===== src/rtl/in_demux_if.sv =====
// Sample-stream bus between the TDM input source and the frame demultiplexer.
//   In1, in_valid, in_frame          : multiplexed sample stream (source -> demux)
//   Out1..Out3                        : assembled channel samples (demux -> filters)
//   out_valid, sync_err, overrun      : one-cycle status strobes (demux -> filters)
interface in_demux_if #(
    parameter int unsigned IN_W  = 11,
    parameter int unsigned OUT_W = 36
);
    logic signed [IN_W-1:0]  In1;
    logic                    in_valid;
    logic                    in_frame;
    logic signed [OUT_W-1:0] Out1;
    logic signed [OUT_W-1:0] Out2;
    logic signed [OUT_W-1:0] Out3;
    logic                    out_valid;
    logic                    sync_err;
    logic                    overrun;

    modport master (
        output In1, in_valid, in_frame,
        input  Out1, Out2, Out3, out_valid, sync_err, overrun
    );

    modport slave (
        input  In1, in_valid, in_frame,
        output Out1, Out2, Out3, out_valid, sync_err, overrun
    );
endinterface


===== src/rtl/in_demux.sv =====
// TDM input demultiplexer: collects ch1/ch2/ch3 samples from the fast-rate stream,
// widens sfix11_En3 to sfix36_En27, and hands complete frames to the slow-rate
// filter sections through a one-deep frame buffer on the enb_1_3_0 phase.
//   clk        : system clock, rising edge
//   reset      : asynchronous reset, active-high
//   enb        : fast-rate clock enable
//   enb_1_3_0  : slow-rate phase enable, frame hand-off point
//   bus        : slave side of in_demux_if (sample stream in, frame and strobes out)
module in_demux #(
    parameter int unsigned IN_W   = 11,
    parameter int unsigned IN_FL  = 3,
    parameter int unsigned OUT_W  = 36,
    parameter int unsigned OUT_FL = 27
) (
    input  logic        clk,
    input  logic        reset,
    input  logic        enb,
    input  logic        enb_1_3_0,
    in_demux_if.slave   bus
);
    localparam int unsigned SHIFT = OUT_FL - IN_FL;

    logic [1:0]              cnt;
    logic signed [IN_W-1:0]  s1;
    logic signed [IN_W-1:0]  s2;
    logic signed [OUT_W-1:0] f1, f2, f3;
    logic signed [OUT_W-1:0] out1, out2, out3;
    logic                    pending;
    logic                    out_valid_q, sync_err_q, overrun_q;

    logic accept_c, restart_c, complete_c, transfer_c;

    // Exact widening: sign-extend, then align the binary point.
    function automatic logic signed [OUT_W-1:0] widen(input logic signed [IN_W-1:0] x);
        logic signed [OUT_W-1:0] ext;
        ext = OUT_W'(x);
        return ext <<< SHIFT;
    endfunction

    // Per-cycle event decode; everything is qualified by enb.
    always_comb begin
        accept_c   = 1'b0;
        restart_c  = 1'b0;
        complete_c = 1'b0;
        transfer_c = 1'b0;
        accept_c   = enb & bus.in_valid;
        restart_c  = accept_c & bus.in_frame;
        complete_c = accept_c & ~bus.in_frame & (cnt == 2'd2);
        transfer_c = enb & enb_1_3_0 & pending;
    end

    // Slot counter, staging, frame buffer, output registers and strobes.
    always_ff @(posedge clk or posedge reset) begin
        if (reset) begin
            cnt         <= 2'd0;
            s1          <= '0;
            s2          <= '0;
            f1          <= '0;
            f2          <= '0;
            f3          <= '0;
            out1        <= '0;
            out2        <= '0;
            out3        <= '0;
            pending     <= 1'b0;
            out_valid_q <= 1'b0;
            sync_err_q  <= 1'b0;
            overrun_q   <= 1'b0;
        end else begin
            out_valid_q <= transfer_c;
            sync_err_q  <= restart_c & (cnt != 2'd0);
            // A frame completing on a transfer edge replaces a buffer that is being drained.
            overrun_q   <= complete_c & pending & ~transfer_c;

            if (accept_c) begin
                if (bus.in_frame) begin
                    s1  <= bus.In1;
                    cnt <= 2'd1;
                end else begin
                    case (cnt)
                        2'd0: begin
                            s1  <= bus.In1;
                            cnt <= 2'd1;
                        end
                        2'd1: begin
                            s2  <= bus.In1;
                            cnt <= 2'd2;
                        end
                        default: cnt <= 2'd0;
                    endcase
                end
            end

            // Output takes the old buffer contents before the buffer is overwritten.
            if (transfer_c) begin
                out1 <= f1;
                out2 <= f2;
                out3 <= f3;
            end

            if (complete_c) begin
                f1 <= widen(s1);
                f2 <= widen(s2);
                f3 <= widen(bus.In1);
            end

            if (complete_c) begin
                pending <= 1'b1;
            end else if (transfer_c) begin
                pending <= 1'b0;
            end
        end
    end

    assign bus.Out1      = out1;
    assign bus.Out2      = out2;
    assign bus.Out3      = out3;
    assign bus.out_valid = out_valid_q;
    assign bus.sync_err  = sync_err_q;
    assign bus.overrun   = overrun_q;
endmodule

===== src/flat_wrapper.sv =====
// flat-port wrapper written by rule: the top's interface ports become plain ports
module in_demux_flat 
#(
    parameter int unsigned IN_W   = 11,
    parameter int unsigned IN_FL  = 3,
    parameter int unsigned OUT_W  = 36,
    parameter int unsigned OUT_FL = 27
)
  (clk, reset, enb, enb_1_3_0, bus_In1, bus_in_valid, bus_in_frame, bus_Out1, bus_Out2, bus_Out3, bus_out_valid, bus_sync_err, bus_overrun);
  in_demux_if #(.IN_W(IN_W), .OUT_W(OUT_W)) bus_i ();
  input  logic clk;
  input  logic reset;
  input  logic enb;
  input  logic enb_1_3_0;
  input wire logic [$bits(bus_i.In1)-1:0] bus_In1;
  input wire logic [$bits(bus_i.in_valid)-1:0] bus_in_valid;
  input wire logic [$bits(bus_i.in_frame)-1:0] bus_in_frame;
  output wire logic [$bits(bus_i.Out1)-1:0] bus_Out1;
  output wire logic [$bits(bus_i.Out2)-1:0] bus_Out2;
  output wire logic [$bits(bus_i.Out3)-1:0] bus_Out3;
  output wire logic [$bits(bus_i.out_valid)-1:0] bus_out_valid;
  output wire logic [$bits(bus_i.sync_err)-1:0] bus_sync_err;
  output wire logic [$bits(bus_i.overrun)-1:0] bus_overrun;
  assign bus_i.In1 = bus_In1;
  assign bus_i.in_valid = bus_in_valid;
  assign bus_i.in_frame = bus_in_frame;
  assign bus_Out1 = bus_i.Out1;
  assign bus_Out2 = bus_i.Out2;
  assign bus_Out3 = bus_i.Out3;
  assign bus_out_valid = bus_i.out_valid;
  assign bus_sync_err = bus_i.sync_err;
  assign bus_overrun = bus_i.overrun;
  in_demux #(.IN_W(IN_W), .IN_FL(IN_FL), .OUT_W(OUT_W), .OUT_FL(OUT_FL)) u_core (.clk(clk), .reset(reset), .enb(enb), .enb_1_3_0(enb_1_3_0), .bus(bus_i));
endmodule

===== config.mk =====
export PLATFORM = sky130hd
export DESIGN_NAME = in_demux_flat
export DESIGN_NICKNAME = d
export VERILOG_FILES = /design/src/rtl/in_demux_if.sv /design/src/rtl/in_demux.sv /design/src/flat_wrapper.sv
export SDC_FILE = /design/constraint.sdc
export NUM_CORES = 1
export LEC_CHECK = 0
export CAP_MARGIN = 25
export CORE_AREA = 3 3 112 114
export CTS_CLUSTER_SIZE = 20
export DETAILED_ROUTE_END_ITERATION = 6
export DIE_AREA = 0 0 115 117
export PLACE_DENSITY = 0.66
export SLEW_MARGIN = 10
export SYNTH_ARGS = -nofsm -noshare
export SYNTH_HDL_FRONTEND = slang
export SYNTH_SLANG_ARGS = --single-unit

===== constraint.sdc =====
create_clock -name clk -period 3 [get_ports clk]
set_input_delay 0.45 -clock clk [delete_from_list [all_inputs] [get_ports clk]]
set_output_delay 0.45 -clock clk [all_outputs]
set_load 0.02 [all_outputs]

# Word-level counts from Yosys, hierarchy flattened
# Index checks and enable logic that the tools add are counted.
[classes] eq_ne=2 mux=6 bitwise_logic=11 n_reduce_logical=6
[ops] op="$mux 11" count=2
[ops] op="$and 1x1->1" count=9
[ops] op="$reduce_bool 2->1" count=3
[ops] op="$pmux 2 s2" count=1
[ops] op="$reduce_and 3->1" count=1
[ops] op="$eq 2x1->1 const B" count=1
[ops] op="$eq 2x2->1 const B" count=1
[ops] op="$logic_not 2->1" count=1
[ops] op="$mux 1" count=2
[ops] op="$mux 2" count=1
[ops] op="$not 1->1" count=2
[ops] op="$reduce_and 2->1" count=1
[word_totals] reg_bits=94 inputBits=17 out_inout_bits=111 word_cells=38

# Depth between registers and ports, before layout
# Gate-level depths: netlist of run 1.
[logic_depth] depth_word=5 ltp_mapped=4 ltp_nobuf=3

# Worst setup path before layout of run 1
# OpenSTA, ideal clock, no wires.
[synth_timing] kind="input to register" startpoint="in bus_in_valid" endpoint="reg u_core.f3[32]" setup_time_ns=0.125 arrival_time_ns=1.565 t_required_ns=2.875 setup_slack_ns=1.310 stages=4 path_buffers=1 cell_sequence="nand2_2 nor4b_4 buf_6 mux2_2"
[synth_via] elab_chain_len=3
[synth_lines] element="start, declared" line_no="flat_wrapper.sv:16" source="input wire logic [$bits(bus_i.in_valid)-1:0] bus_in_valid;"
[synth_lines] element="$and 1x1->1" line_no="in_demux.sv:46" source="accept_c = enb & bus.in_valid;"
[synth_lines] element="$and 1x1->1 (2 in series)" line_no="in_demux.sv:48" source="complete_c = accept_c & ~bus.in_frame & (cnt == 2'd2);"
[synth_lines] element="end signal, assigned" line_no="in_demux.sv:103" source="f3 <= widen(bus.In1);"
[synth_lines] element="end, declared" line_no="in_demux.sv:26" source="logic signed [OUT_W-1:0] f1, f2, f3;"
# Every way passes these cells.
# A chain may end at the register's enable or synchronous reset.

# Final worst setup path of run 1
[layout_timing] startpoint="in enb" endpoint="reg u_core.f1[30]"
[layout_via] elab_chain_len=3
[layout_lines] element="start, declared" line_no="flat_wrapper.sv:13" source="input logic enb;"
[layout_lines] element="$and 1x1->1" line_no="in_demux.sv:46"
[layout_lines] element="$and 1x1->1 (2 in series)" line_no="in_demux.sv:48"
[layout_lines] element="end signal, assigned" line_no="in_demux.sv:101" source="f1 <= widen(s1);"
[layout_lines] element="end, declared" line_no="in_demux.sv:26"
# Every way passes these cells.

==> flow_metrics.py, run 1 <==
metrics = {
    "synthesis": {
        "syn_avg_cell_area_um2": 14.5,
        "synth_common_cells": "dfrtp_1, mux2_2, buf_4",
        "synth_warnings": 0,
        "synth-async-reset-ratio_pct": 100,
        "synth_edf_count": 0,
        "syn_area_mm2": 0.00407,
        "synth_cells": 281,
        "synth_top_area_share_pct": 57.7,
        "yosysMostFrequentCell": "dfrtp_1",
        "yosysUniqueCellTypes": 19,
        "synthFlopType": "dfrtp_1",
        "synth-seq-cells": 94,
        "synth-seq-area-share_pct": 57.7,
        "yosys.area.top_type": "dfrtp_1",
        "synthTopCellsByArea": "dfrtp_1, mux2_2, buf_4",
    },
    "clock_tree": {
        "postCtsSetupRepairBufs": 0,
        "cts_tree": "built",
        "numCtsBuffers": 9,
        "clock_latency_ns": 0.33,
        "hold_buffers": 0,
        "cts_sinks": 94,
        "clk_pin_slew_worst_paths_ns": 0.06,
        "cts_buffer_depth": 2,
        "clock-root-buffer": "clkbuf_16",
        "cts_max_level": 3,
        "post_cts_resized": 0,
    },
    "sta": {
        "worst_slack_ns": 0.990,
        "setup_tns_ns": 0,
        "fin_skew_ns": 0.00524,
        "period_minus_slack_ns": 2.01,
        "slew_headroom_pct": 57.7,
        "hold_violations": 0,
        "max_freq_ghz": 0.497,
        "fin_crit_sh_pct": 67.0,
        "tightest_slew_ns": 0.633,
        "setup_viol": 0,
        "rsz0062_at_grt": "no",
        "drv_slew": 0,
    },
    "setup_path": {
        "r2r_cells": 4,
        "reg2reg_to": "u_core.s1[9]$_DFFE_PP0P_",
        "cp-end-kind": "register",
        "critical_path.top_delay_family": "buffers and inverters",
        "path_cells": "clkdlybuf4s50_1, nand2_2, nor4b_4, buf_4, mux2_2",
        "critical_path_class": "in -> reg",
        "regToRegSetupSlack_ns": 1.26,
        "crit_start": "enb",
        "r2r-start": "u_core.cnt[1]$_DFFE_PP0N_",
        "path_buf_inv": 2,
        "critPathSlowestCell": "clkdlybuf4s50_1",
        "critical_path_arrival_ns": 2.22,
        "required_ns": 3.21,
        "worst_setup_path_start_kind": "primary input",
        "slowest_delay_ns": 0.53,
        "cp_max_fo": 35,
    },
    "status": {
        "status": "finished clean",
    },
    "placed_design": {
        "finalWeightedCongestion": 0.664,
        "dp_hpwl_um": 4590,
        "portBuffers": 55,
        "pre_cts_slack_ns": 0.617,
    },
    "global_routing": {
        "top_usage_layer": "met2",
        "overflow": 0,
        "grt_util_met3_pct": 3.44,
        "grt_max_degree": 95,
        "grt_pass1_wl_um": 10500,
        "grt_util_met1_pct": 12.4,
        "first_global_vias": 2074,
        "antenna_found_initial": 0,
        "met2_usage_pct": 16.6,
        "grt_usage_pct": 10.0,
    },
    "worst_hold_path": {
        "holdPathEnd": "u_core.bus.Out1[34]$_DFFE_PP0P_",
        "min_from": "u_core.f1[34]$_DFFE_PP0P_",
        "whs_path_depth": 1,
        "hp-class": "reg -> reg",
    },
    "floorplan": {
        "dieWidth_um": 115,
        "ioPinCount": 128,
        "initial_core_util_pct": 35.4,
        "die_area_mm2": 0.0135,
        "core_mm2": 0.0115,
        "rows": 39,
        "die_y_um": 117,
    },
    "final_layout": {
        "layout-drive-gt1-share_pct": 32.7,
        "fin_nets": 358,
        "final.fill_count": 1066,
        "area_growth_pct": 19.9,
        "diodes": 0,
    },
    "drt": {
        "num_vias": 2038,
        "drtPass1Iterations": 3,
        "drc": 0,
        "drt-initial-drc-count": 35,
        "viasPerCell": 4.17,
        "postRouteAntennaNets": 0,
        "wire_per_inst_um": 13.1,
        "routed_wl_um": 6400,
    },
    "run": {
        "max-cap-violations": 0,
    },
    "power_and_ir_drop": {
        "cellPowerDensity_mw_per_mm2": 758,
        "leakage_uw": 0.00238,
        "vdd_drop_max_v": 0.000368,
    },
}
metrics by stage:
step	cell area, um^2	instances	util, %	hold WS [ns]	power, uW
4_1_cts	4880	489	42.4	0.505	3770
3_5_place_dp	4530	473	39.3	0.491	2440
3_3_place_gp	4530	473	39.3	0.472	2410
6_report	4880	489	42.4	0.500	3700
2_1_floorplan	4340	352	-	0.454	2250
5_1_grt	4880	489	42.4	0.513	3910
power breakdown:
part / internal [uW] / switching (uW)
clock: 859 / 441
sequential: 1570 / 152
combinational: 366 / 313
total: 2800 / 905
registers in the layout, summed over array words and instances, names as in the netlist:
name,cells
u_core.s1,11
u_core.s2,11
u_core.cnt,2
u_core.bus.out_valid,1
u_core.f1,11
u_core.bus.Out2,11
u_core.pending,1
u_core.bus.Out3,11
u_core.f2,11
u_core.f3,11
u_core.bus.Out1,11
u_core.bus.sync_err,1
u_core.bus.overrun,1
per-layer routing:
layer  up-vias  routed length (um)
met5         -                   0
met2        76                3300
li1        921                   -
met4         0                  46
met3         6                 378
met1      1035                2670
worst max-delay path by stage:
| stage | endpoint | cells past startpoint |
|---|---|---|
| floorplan | u_core.bus.Out1[24]$_DFFE_PP0P_ | 1 |
| global placement | u_core.f3[29]$_DFFE_PP0P_ | 5 |
| detailed placement | u_core.f3[26]$_DFFE_PP0P_ | 5 |
| CTS | u_core.f2[26]$_DFFE_PP0P_ | 5 |
| global route | u_core.f3[30]$_DFFE_PP0P_ | 5 |
| finish | u_core.f1[30]$_DFFE_PP0P_ | 5 |
kinds of logic after synthesis:
kind of cell    share of synthesized area [%]
buf+inv                                  15.4
simple gates                             1.93
flops                                    57.7
compound gates                          0.553
other cells                            0.0920
mux                                      24.3
placed cells by master, fill, tap and decap left out, types with 3 or more instances in the layout:
master / netlist / final
dfrtp_1: 94 / 94
clkdlybuf4s50_1: 0 / 55
clkbuf_16: 0 / 9
buf_4: 75 / 5
conb_1: 1 / 72
bufinv_16: 0 / 3
mux2_2: 86 / 86
nand2_1: 3 / 3
worst register-to-register path: stages, from the launching register on:
cell and delay [ns]:
dfrtp_1 0.43, nor2_1 0.08, o21bai_1 0.51, buf_4 0.27, mux2_2 0.34
final cells by class:
class                   instances  area, um^2  area share, %
flip-flops and latches         94        2350           48.2
clock buffers                  11         253           5.18
clock inverters                 5         105           2.15
repair buffers                 61         608           12.5
multi-input cells             173        1380           28.2
well taps                     143         179           3.66
inverters                       2        10.0          0.205
Note: power is estimated with default switching activity, not from simulation.
==> run 2, diff against run 1 <==
Clock period 3 ns to 1.8 ns, I/O delays scaled along.
==> run 2 against run 1 <==
Utilization is 0.54 points higher. Die area stayed put. Register-to-register slack worse by 0.94 ns. Via count is 1.1% higher. Critical path type unchanged. Largest power group unchanged. Highest routed layer unchanged.
==> flow_metrics.py, run 2 (synthesis results as in run 1) <==
metrics = {
    "setup_path": {
        "r2r_cells": 3,
        "critical_path_class": "in -> reg",
        "regToRegSetupSlack_ns": 0.32,
        "reg2reg_to": "u_core.f1[24]$_DFFE_PP0P_",
        "worst_setup_path_start_kind": "primary input",
        "cp-end-kind": "register",
        "critical_path_arrival_ns": 1.82,
        "required_ns": 2.01,
        "cp_max_fo": 35,
        "r2r-start": "u_core.cnt[1]$_DFFE_PP0N_",
    },
    "drt": {
        "drt-initial-drc-count": 42,
        "postRouteAntennaNets": 0,
        "drtPass1Iterations": 4,
        "num_vias": 2060,
        "wire_per_inst_um": 12.9,
        "drc": 0,
        "routed_wl_um": 6340,
        "viasPerCell": 4.19,
    },
    "clock_tree": {
        "clock_latency_ns": 0.33,
        "hold_buffers": 0,
        "post_cts_resized": 0,
        "cts_max_level": 3,
        "cts_tree": "built",
        "cts_sinks": 94,
        "clk_pin_slew_worst_paths_ns": 0.06,
        "postCtsSetupRepairBufs": 0,
        "clock-root-buffer": "clkbuf_16",
        "cts_buffer_depth": 2,
        "numCtsBuffers": 9,
    },
    "sta": {
        "rsz0062_at_grt": "no",
        "fin_crit_sh_pct": 89.3,
        "setup_viol": 0,
        "max_freq_ghz": 0.622,
        "fin_skew_ns": 0.00496,
        "setup_tns_ns": 0,
        "period_minus_slack_ns": 1.61,
        "hold_violations": 0,
        "drv_slew": 0,
    },
    "floorplan": {
        "die_area_mm2": 0.0135,
        "dieWidth_um": 115,
        "rows": 39,
        "core_mm2": 0.0115,
        "initial_core_util_pct": 35.4,
        "die_y_um": 117,
        "ioPinCount": 128,
    },
    "final_layout": {
        "layout.cells.most_common_list": "dfrtp_1, mux2_2, conb_1, clkdlybuf4s50_1, clkbuf_16",
        "fin_nets": 361,
        "final.fill_count": 1081,
        "area_growth_pct": 21.4,
        "diodes": 0,
        "layout_commonest_cell": "dfrtp_1",
        "layout-drive-gt1-share_pct": 33.2,
    },
    "power_and_ir_drop": {
        "cellPowerDensity_mw_per_mm2": 1220,
        "finalPower_uw": 6050,
        "vdd_drop_max_v": 0.000437,
        "leakage_uw": 0.00241,
    },
    "run": {
        "max-cap-violations": 0,
    },
    "global_routing": {
        "grt_max_degree": 95,
        "antenna_found_initial": 0,
        "overflow": 0,
        "grt_pass1_wl_um": 10100,
        "grt_usage_pct": 9.85,
        "first_global_vias": 1997,
    },
    "placed_design": {
        "dp_hpwl_um": 4390,
        "finalWeightedCongestion": 0.690,
        "portBuffers": 55,
    },
    "status": {
        "status": "finished clean",
    },
    "worst_hold_path": {
        "hp-class": "in -> async",
    },
}
==> run 2: changes by cell type in the layout (fill, tap and decap cells not counted), sizes merged <==
cell	change
inv	-1
bufinv	-1
buf	+3
clkinv	+2
==> run 2: metal layers <==
layer	part of all wire, %	up-vias	GRT usage [%]
met4	1.8	0	5.16
met3	6.6	8	2.83
li1	-	926	-
met5	0	-	0
met2	47	78	14.6
met1	44	1048	13.1
==> run 2: worst max-delay path by stage <==
stage / from / end / slack [ns] / cells after the start
after global routing: enb / u_core.f1[25]$_DFFE_PP0P_ / 0.16 / 5
final: bus_in_frame / u_core.f1[24]$_DFFE_PP0P_ / 0.19 / 4
after detailed placement: bus_in_frame / u_core.f2[25]$_DFFE_PP0P_ / -0.15 / 4
after CTS: u_core.bus.Out2[28]$_DFFE_PP0P_ / bus_Out2[28] / 0.20 / 1
after global placement: enb / u_core.f2[33]$_DFFE_PP0P_ / -0.13 / 5
after floorplan: u_core.cnt[0]$_DFFE_PP0N_ / u_core.f3[32]$_DFFE_PP0P_ / 0.29 / 3
==> run 2: final cells by class <==
type	count	area, um^2	share of cell area [%]
Sequential cell	94	2350	47.6
Clock buffer	11	253	5.11
Clock inverter	5	81.3	1.64
Inverter	2	11.3	0.228
Multi-Input combinational cell	173	1380	27.8
Timing Repair Buffer	64	693	14.0
Tap cell	143	179	3.62
==> run 2: through the flow <==
step / hold slack (ns) / area, um^2 / instances / util (%) / setup WS, ns
after detailed placement: 0.482 / 4610 / 476 / 40.0 / -0.151
after global routing: 0.485 / 4950 / 492 / 42.9 / 0.157
after floorplan: 0.405 / 4340 / 352 / - / 0.289
after CTS: 0.439 / 4950 / 492 / 42.9 / 0.197
after global placement: 0.478 / 4610 / 476 / 40.0 / -0.131
final: 0.428 / 4950 / 492 / 42.9 / 0.192
==> run 2: power breakdown <==
| part | internal, uW | switching [uW] |
|---|---|---|
| Clock | 1290 | 750 |
| Combinational | 621 | 519 |
| Sequential | 2620 | 252 |
==> run 2: critical path: stages <==
cell	delay [ns]
clkdlybuf4s50_1	0.54
nor4b_4	0.37
buf_12	0.27
mux2_2	0.36
==> run 3, diff against run 2 <==
Settings changed: SLEW_MARGIN 10 to 5.
==> results of run 3 <==
No change in the layout: final DEF, timing and power equal those of run 2.
